## src/rtl/cga_mode_init_if.sv

```systemverilog
// rtl/cga_mode_init_if.sv - ISA I/O bus between the mode-set initiator and the CGA register responder
interface cga_mode_init_if;
  logic [15:0] bus_a;
  logic [15:0] bus_d;
  logic        word;
  logic        bus_iow_l;
  logic        bus_ior_l;
  logic        bus_aen;
  logic [7:0]  bus_in;

  modport master (output bus_a, bus_d, word, bus_iow_l, bus_ior_l, bus_aen, input bus_in);
  modport slave  (input bus_a, bus_d, word, bus_iow_l, bus_ior_l, bus_aen, output bus_in);
endinterface

```

## src/rtl/cga_mode_init.sv

```systemverilog
// rtl/cga_mode_init.sv - BIOS mode-set sequencer driving the CGA register port as an ISA I/O initiator
module cga_mode_init #(
  parameter logic [15:0] IO_BASE_ADDR  = 16'h3D0,
  parameter int          IOW_LEN       = 2,
  parameter int          IOR_LEN       = 2,
  parameter logic [19:0] VSYNC_TIMEOUT = 20'd1000000
) (
  input  logic            clk,
  input  logic            reset,
  input  logic            start,
  input  logic [2:0]      mode,
  output logic            busy,
  output logic            done,
  output logic            err,
  cga_mode_init_if.master io
);

  localparam logic [7:0] IOW_LAST = 8'(IOW_LEN - 1);
  localparam logic [7:0] IOR_LAST = 8'(IOR_LEN - 1);

  typedef enum logic [2:0] {
    IDLE, W_SETUP, W_STROBE, W_HOLD, R_SETUP, R_STROBE, R_HOLD, FINISH
  } state_t;

  state_t      state_q, state_d;
  logic [5:0]  step_q, step_d;
  logic [7:0]  cnt_q, cnt_d;
  logic [19:0] to_q, to_d;
  logic [2:0]  mode_q, mode_d;
  logic        err_q, err_d;
  logic        vs_q, vs_d;

  function automatic logic [7:0] mode_val(input logic [2:0] m);
    case (m)
      3'd0:    mode_val = 8'h2C;
      3'd1:    mode_val = 8'h28;
      3'd2:    mode_val = 8'h2D;
      3'd3:    mode_val = 8'h29;
      3'd4:    mode_val = 8'h2A;
      3'd5:    mode_val = 8'h2E;
      3'd6:    mode_val = 8'h1E;
      default: mode_val = 8'h00;
    endcase
  endfunction

  // Text modes share everything except the horizontal timing; graphics differs in vertical timing.
  function automatic logic [7:0] crtc_val(input logic [2:0] m, input logic [3:0] r);
    logic txt80, gfx;
    txt80 = (m == 3'd2) || (m == 3'd3);
    gfx   = (m >= 3'd4);
    case (r)
      4'd0:    crtc_val = txt80 ? 8'h71 : 8'h38;
      4'd1:    crtc_val = txt80 ? 8'h50 : 8'h28;
      4'd2:    crtc_val = txt80 ? 8'h5A : 8'h2D;
      4'd3:    crtc_val = 8'h0A;
      4'd4:    crtc_val = gfx ? 8'h7F : 8'h1F;
      4'd5:    crtc_val = 8'h06;
      4'd6:    crtc_val = gfx ? 8'h64 : 8'h19;
      4'd7:    crtc_val = gfx ? 8'h70 : 8'h1C;
      4'd8:    crtc_val = 8'h02;
      4'd9:    crtc_val = gfx ? 8'h01 : 8'h07;
      4'd10:   crtc_val = 8'h06;
      4'd11:   crtc_val = 8'h07;
      default: crtc_val = 8'h00;
    endcase
  endfunction

  always_ff @(posedge clk) begin
    if (reset) begin
      state_q <= IDLE;
      step_q  <= 6'd0;
      cnt_q   <= 8'd0;
      to_q    <= 20'd0;
      mode_q  <= 3'd0;
      err_q   <= 1'b0;
      vs_q    <= 1'b0;
    end else begin
      state_q <= state_d;
      step_q  <= step_d;
      cnt_q   <= cnt_d;
      to_q    <= to_d;
      mode_q  <= mode_d;
      err_q   <= err_d;
      vs_q    <= vs_d;
    end
  end

  always_comb begin
    state_d = state_q;
    step_d  = step_q;
    cnt_d   = cnt_q;
    to_d    = to_q;
    mode_d  = mode_q;
    err_d   = err_q;
    vs_d    = vs_q;
    case (state_q)
      IDLE: if (start) begin
        mode_d  = mode;
        step_d  = 6'd0;
        err_d   = (mode == 3'd7);
        state_d = (mode == 3'd7) ? FINISH : W_SETUP;
      end
      W_SETUP: begin
        cnt_d   = 8'd0;
        state_d = W_STROBE;
      end
      W_STROBE: if (cnt_q == IOW_LAST) state_d = W_HOLD;
                else cnt_d = cnt_q + 8'd1;
      W_HOLD: begin
        if (step_q == 6'd34) begin
          state_d = FINISH;
        end else if (step_q == 6'd33) begin
          to_d    = 20'd0;
          state_d = R_SETUP;
        end else begin
          step_d  = step_q + 6'd1;
          state_d = W_SETUP;
        end
      end
      // to_q counts every clock spent in the poll loop, including the current one.
      R_SETUP: begin
        cnt_d   = 8'd0;
        to_d    = to_q + 20'd1;
        state_d = R_STROBE;
      end
      R_STROBE: begin
        to_d = to_q + 20'd1;
        if (cnt_q == IOR_LAST) begin
          vs_d    = io.bus_in[3];
          state_d = R_HOLD;
        end else begin
          cnt_d = cnt_q + 8'd1;
        end
      end
      R_HOLD: begin
        if (!vs_q && (to_q + 20'd1 < VSYNC_TIMEOUT)) begin
          to_d    = to_q + 20'd1;
          state_d = R_SETUP;
        end else begin
          err_d   = !vs_q;
          step_d  = 6'd34;
          state_d = W_SETUP;
        end
      end
      FINISH:  state_d = IDLE;
      default: state_d = IDLE;
    endcase
  end

  // Steps 1..32 alternate index/data writes; step_lo[0] selects which, step_lo[4:1] is the register.
  logic [4:0]  step_lo;
  logic [15:0] wr_addr;
  logic [7:0]  wr_data;
  always_comb begin
    step_lo = step_q[4:0] - 5'd1;
    wr_addr = IO_BASE_ADDR + 16'h8;
    wr_data = mode_val(mode_q) & 8'hF7;
    if (step_q == 6'd33) begin
      wr_addr = IO_BASE_ADDR + 16'h9;
      wr_data = (mode_q == 3'd6) ? 8'h3F : 8'h30;
    end else if (step_q == 6'd34) begin
      wr_addr = IO_BASE_ADDR + 16'h8;
      wr_data = mode_val(mode_q);
    end else if (step_q != 6'd0) begin
      if (!step_lo[0]) begin
        wr_addr = IO_BASE_ADDR + 16'h4;
        wr_data = {4'h0, step_lo[4:1]};
      end else begin
        wr_addr = IO_BASE_ADDR + 16'h5;
        wr_data = crtc_val(mode_q, step_lo[4:1]);
      end
    end
  end

  always_comb begin
    io.bus_a = 16'h0000;
    io.bus_d = 16'h0000;
    case (state_q)
      W_SETUP, W_STROBE, W_HOLD: begin
        io.bus_a = wr_addr;
        io.bus_d = {8'h00, wr_data};
      end
      R_SETUP, R_STROBE, R_HOLD: io.bus_a = IO_BASE_ADDR + 16'hA;
      default: ;
    endcase
  end

  assign io.word      = 1'b0;
  assign io.bus_iow_l = (state_q != W_STROBE);
  assign io.bus_ior_l = (state_q != R_STROBE);
  assign io.bus_aen   = (state_q == IDLE);
  assign busy         = (state_q != IDLE) && (state_q != FINISH);
  assign done         = (state_q == FINISH);
  assign err          = err_q;

  logic unused_rd;
  assign unused_rd = ^{io.bus_in[7:4], io.bus_in[2:0]};

endmodule

```

## src/flat_wrapper.sv

```systemverilog
// flat-port wrapper written by rule: the top's interface ports become plain ports
module cga_mode_init_flat 
#(
  parameter logic [15:0] IO_BASE_ADDR  = 16'h3D0,
  parameter int          IOW_LEN       = 2,
  parameter int          IOR_LEN       = 2,
  parameter logic [19:0] VSYNC_TIMEOUT = 20'd1000000
)
  (clk, reset, start, mode, busy, done, err, io_bus_a, io_bus_d, io_word, io_bus_iow_l, io_bus_ior_l, io_bus_aen, io_bus_in);
  cga_mode_init_if io_i ();
  input  logic clk;
  input  logic reset;
  input  logic start;
  input  logic [2:0] mode;
  output logic busy;
  output logic done;
  output logic err;
  output wire logic [$bits(io_i.bus_a)-1:0] io_bus_a;
  output wire logic [$bits(io_i.bus_d)-1:0] io_bus_d;
  output wire logic [$bits(io_i.word)-1:0] io_word;
  output wire logic [$bits(io_i.bus_iow_l)-1:0] io_bus_iow_l;
  output wire logic [$bits(io_i.bus_ior_l)-1:0] io_bus_ior_l;
  output wire logic [$bits(io_i.bus_aen)-1:0] io_bus_aen;
  input wire logic [$bits(io_i.bus_in)-1:0] io_bus_in;
  assign io_bus_a = io_i.bus_a;
  assign io_bus_d = io_i.bus_d;
  assign io_word = io_i.word;
  assign io_bus_iow_l = io_i.bus_iow_l;
  assign io_bus_ior_l = io_i.bus_ior_l;
  assign io_bus_aen = io_i.bus_aen;
  assign io_i.bus_in = io_bus_in;
  cga_mode_init #(.IO_BASE_ADDR(IO_BASE_ADDR), .IOW_LEN(IOW_LEN), .IOR_LEN(IOR_LEN), .VSYNC_TIMEOUT(VSYNC_TIMEOUT)) u_core (.clk(clk), .reset(reset), .start(start), .mode(mode), .busy(busy), .done(done), .err(err), .io(io_i));
endmodule
```

## config.mk

```make
export PLATFORM = sky130hd
export DESIGN_NAME = cga_mode_init_flat
export DESIGN_NICKNAME = d
export VERILOG_FILES = /design/src/rtl/cga_mode_init_if.sv /design/src/rtl/cga_mode_init.sv /design/src/flat_wrapper.sv
export SDC_FILE = /design/constraint.sdc
export NUM_CORES = 1
export LEC_CHECK = 0
export BUFFER_PORTS_ARGS = -buffer_cell sky130_fd_sc_hd__buf_2
export CELL_PAD_IN_SITES_DETAIL_PLACEMENT = 1
export CELL_PAD_IN_SITES_GLOBAL_PLACEMENT = 1
export CORE_MARGIN = 2
export CORE_UTILIZATION = 42
export CTS_BUF_LIST = sky130_fd_sc_hd__clkbuf_8 sky130_fd_sc_hd__clkbuf_16
export DETAILED_ROUTE_END_ITERATION = 7
export PLACE_DENSITY = 0.83
export SLEW_MARGIN = 20
export SYNTH_ARGS = -nofsm -noshare
export SYNTH_HDL_FRONTEND = slang
export SYNTH_SLANG_ARGS = --single-unit
export TNS_END_PERCENT = 5
```

## constraint.sdc

```tcl
create_clock -name clk -period 3.5 [get_ports clk]
set_input_delay 0.35 -clock clk [delete_from_list [all_inputs] [get_ports clk]]
set_output_delay 0.35 -clock clk [all_outputs]
set_load 0.005 [all_outputs]
```

==> summary.md <==
| Metric | Value |
|---|---|
| Outcome | finished, final reports clean |
| Final WL | 9.35 mm |
| Minimum clock period | between 3 and 4 ns |
| Final cell count without fillers | 564 |
| TritonCTS clock tree | yes |
| Drt initial violations | ~130 |
| Vias in the first global route | 3344 |
| Initial antenna violation count | 0 |
| Placed cell count | 556 |
| Die X | 93.9 um |
| Arrival @ worst endpoint | between 3 and 4 ns |
| Core region area | approximately 0.0078 mm2 |
| Commonest non-fill, non-tap cells in the layout | nand2_1 (49), nor2_1 (46), dfxtp_1 (41) |
| Chip height | 93.9 um |
| Filler cell count | 1008 |
| Wire per inst | around 17 um |
| Final HPWL DP | 7.01 mm |
| P_leak | 0.00140 uW |
| Maximum VDD drop | 232 uV |
| Slew Viols, Final | 0 |
| Worst skew pair latency | 0.30 ns |
| Overflow after GRT | 0 |
| Clock Skew | approximately 0.011 ns |
| Syn Std Cell Area | about 0.0034 mm2 |
| Pin count of the biggest net entering global routing | 24 |
| CP Launch Type | flop |
| Drt drc | 0 |
| Fmax | 314 MHz |
| Post-synthesis async set-or-reset flop share | 0% |
| Layout Nets | 482 |
| Starting Density | 43.7% |
| Setup CP Type | flop to flop |
| Sequential fraction of the synthesis area | 24.8% |
| Slew @ Worst Pin | 0.767 ns |
| Slew HR | 48.8% |
| First-pass detailed-route iteration total | 4 |
| # diodes | 0 |
| Unrepaired setup endpoints after global routing | no |
| Clock tree root buffer cell | clkbuf_8 |
| Layout area overhead | 5.83% |
| Fin. Hold Viols | 0 |
| Via/cell ratio | 5.91 |
| CP endpoint kind | flop |
| Synth Register Bits | 42 |
| Endpoints failing setup | 0 |
| Post-Synthesis Cells | 448 |
| GPL Wtd Cong | 0.858 |
| Prevailing post-synth register cell | dfxtp_1 |
| Final Cycle Share | 91.1% |
| Yosys Warn Count | 0 |
| Commonest non-fill, non-tap cell in the layout | nand2_1 |
| H-tree level count | 2 |
| Required @ worst endpoint | 3.72 ns |
| CTS Buf Count | 5 |
| First-pass GRT wire length | 15.7 mm |
| Fraction of layout cells with a size suffix above 1 | 17.3% |
| Max Root-Sink Buffers | 2 |
| Yosys cell types | between 70 and 80 |
| Max_cap viols | 0 |
| # port buffers | 28 |
| Syn avg cell area | 7.57 um2 |
| Clk slew on worst S/H paths | 0.09 ns |
| Antenna Violating Nets Remaining | 0 |
| Vias | 3332 |
| Post-CTS Setup Bufs | 0 |
| Setup TNS | 0 ns |
| Die ar. | 0.00881 mm2 |
| Hold Path Class | input pin to flop |
| EDFF count, synth | 0 |
| Clock sinks | 42 |
| GRT Total Usage | between 20 and 25% |
| Number of I/O pins | 53 |
| Pwr/cell area | 523 mW/mm2 |
| Row cnt | 32 |
| Crit Path Max Fanout | 11 |
==> per-layer routing <==
layer  part of all wire (%)  global-route usage, %  vias to the layer above
met5                      0                      0                        -
met4                    1.4                   7.13                        0
met3                    3.6                   3.13                       13
met2                     51                   41.0                       67
met1                     44                   25.9                     1651
li1                       -                      -                     1601
==> flip-flops by register name, indices dropped and copies added (netlist names) <==
name / flops
u_core.cnt_q: 8
u_core.err: 1
u_core.mode_q: 3
u_core.state_q: 3
u_core.step_q: 6
u_core.to_q: 20
u_core.vs_q: 1
==> final cells by class <==
cell class	count	area, um2	area share, %
timing repair buffer	34	185	5.16
multi-input combinational	363	2270	63.2
inverter	15	56.3	1.57
clock buffer	5	68.8	1.92
sequential	42	842	23.5
tap	102	128	3.56
clock inverter	3	40.0	1.12
==> where the power goes <==
part	switching, uW	total [uW]	internal [uW]	leakage, uW
Combinational	524	879	354	0.000997
Sequential	96.0	608	512	0.000340
Clock	179	389	210	0.0000579
==> cell usage after synthesis, types with 3 or more instances <==
master	count	share of area [%]
a22o_1	5	1.3
buf_4	21	4.6
or3_1	4	0.74
o311ai_0	3	0.78
dfxtp_1	42	25
a211o_1	3	0.78
nor4_1	7	1.3
nor2_1	46	5.1
nor2b_1	3	0.55
and3_1	9	1.7
clkbuf_1	16	1.8
nand4_1	3	0.55
xor2_1	11	2.8
nand3_1	22	3.2
o21ai_0	22	3.2
o31ai_1	3	0.66
a21oi_1	30	4.4
buf_6	4	1.3
o22ai_1	3	0.55
mux2i_1	4	1.2
xnor2_1	13	3.4
a21o_1	3	0.66
a211oi_1	3	0.66
inv_1	15	1.7
nand2_1	49	5.4
nand2b_1	3	0.55
nor3_1	17	2.5
a31oi_1	8	1.5
or2_2	3	0.55
nand4_2	3	1.1
ha_1	7	2.6
==> final timing paths <==
| path | from | slack [ns] | to | depth (start not counted) |
|---|---|---|---|---|
| max | u_core.to_q[0] | 0.31 | u_core.step_q[1] | 9 |
| min | mode[2] | 0.29 | u_core.mode_q[2] | 3 |
| max reg2reg | u_core.to_q[0] | 0.31 | u_core.step_q[1] | 9 |
| min reg2reg | u_core.cnt_q[7] | 0.53 | u_core.cnt_q[7] | 2 |
==> worst max-delay path, cell delays in order (launching register included) <==
cell and delay [ns]:
dfxtp_1 0.45, ha_1 0.29, nand3_1 0.30, nor4_2 0.46
xor2_1 0.23, o211ai_2 0.18, o31ai_4 0.45, nand2_2 0.28
and3_1 0.26, a211oi_2 0.20
==> per-stage QoR <==
stage	util (%)	hold slack (ns)	area, um2	setup WS (ns)	total power [uW]
5_1_grt	46.2	0.299	3590	0.0621	2020
3_5_place_dp	44.8	0.500	3480	0.324	1500
6_report	46.2	0.287	3590	0.313	1880
4_1_cts	46.2	0.279	3590	0.197	1890
3_3_place_gp	44.8	0.488	3480	0.424	1460
2_1_floorplan	-	0.472	3450	0.646	1260
==> cell families after synthesis <==
group	share of synthesized area (%)
AOI/OAI and AO/OA	24.2
xor gates and xnor gates	6.68
adders and majority gates	2.58
buffers and inverters	10.1
DFF	24.8
muxes	1.51
other	0.111
and+or+nand+nor	30.0
==> timing repair <==
item / CTS / global route
resized for setup: 0 / 1
endpoints found under the setup margin: 0 / 3
hold buffers: 0 / 0
No activity file was read; power rests on OpenSTA's default activity.
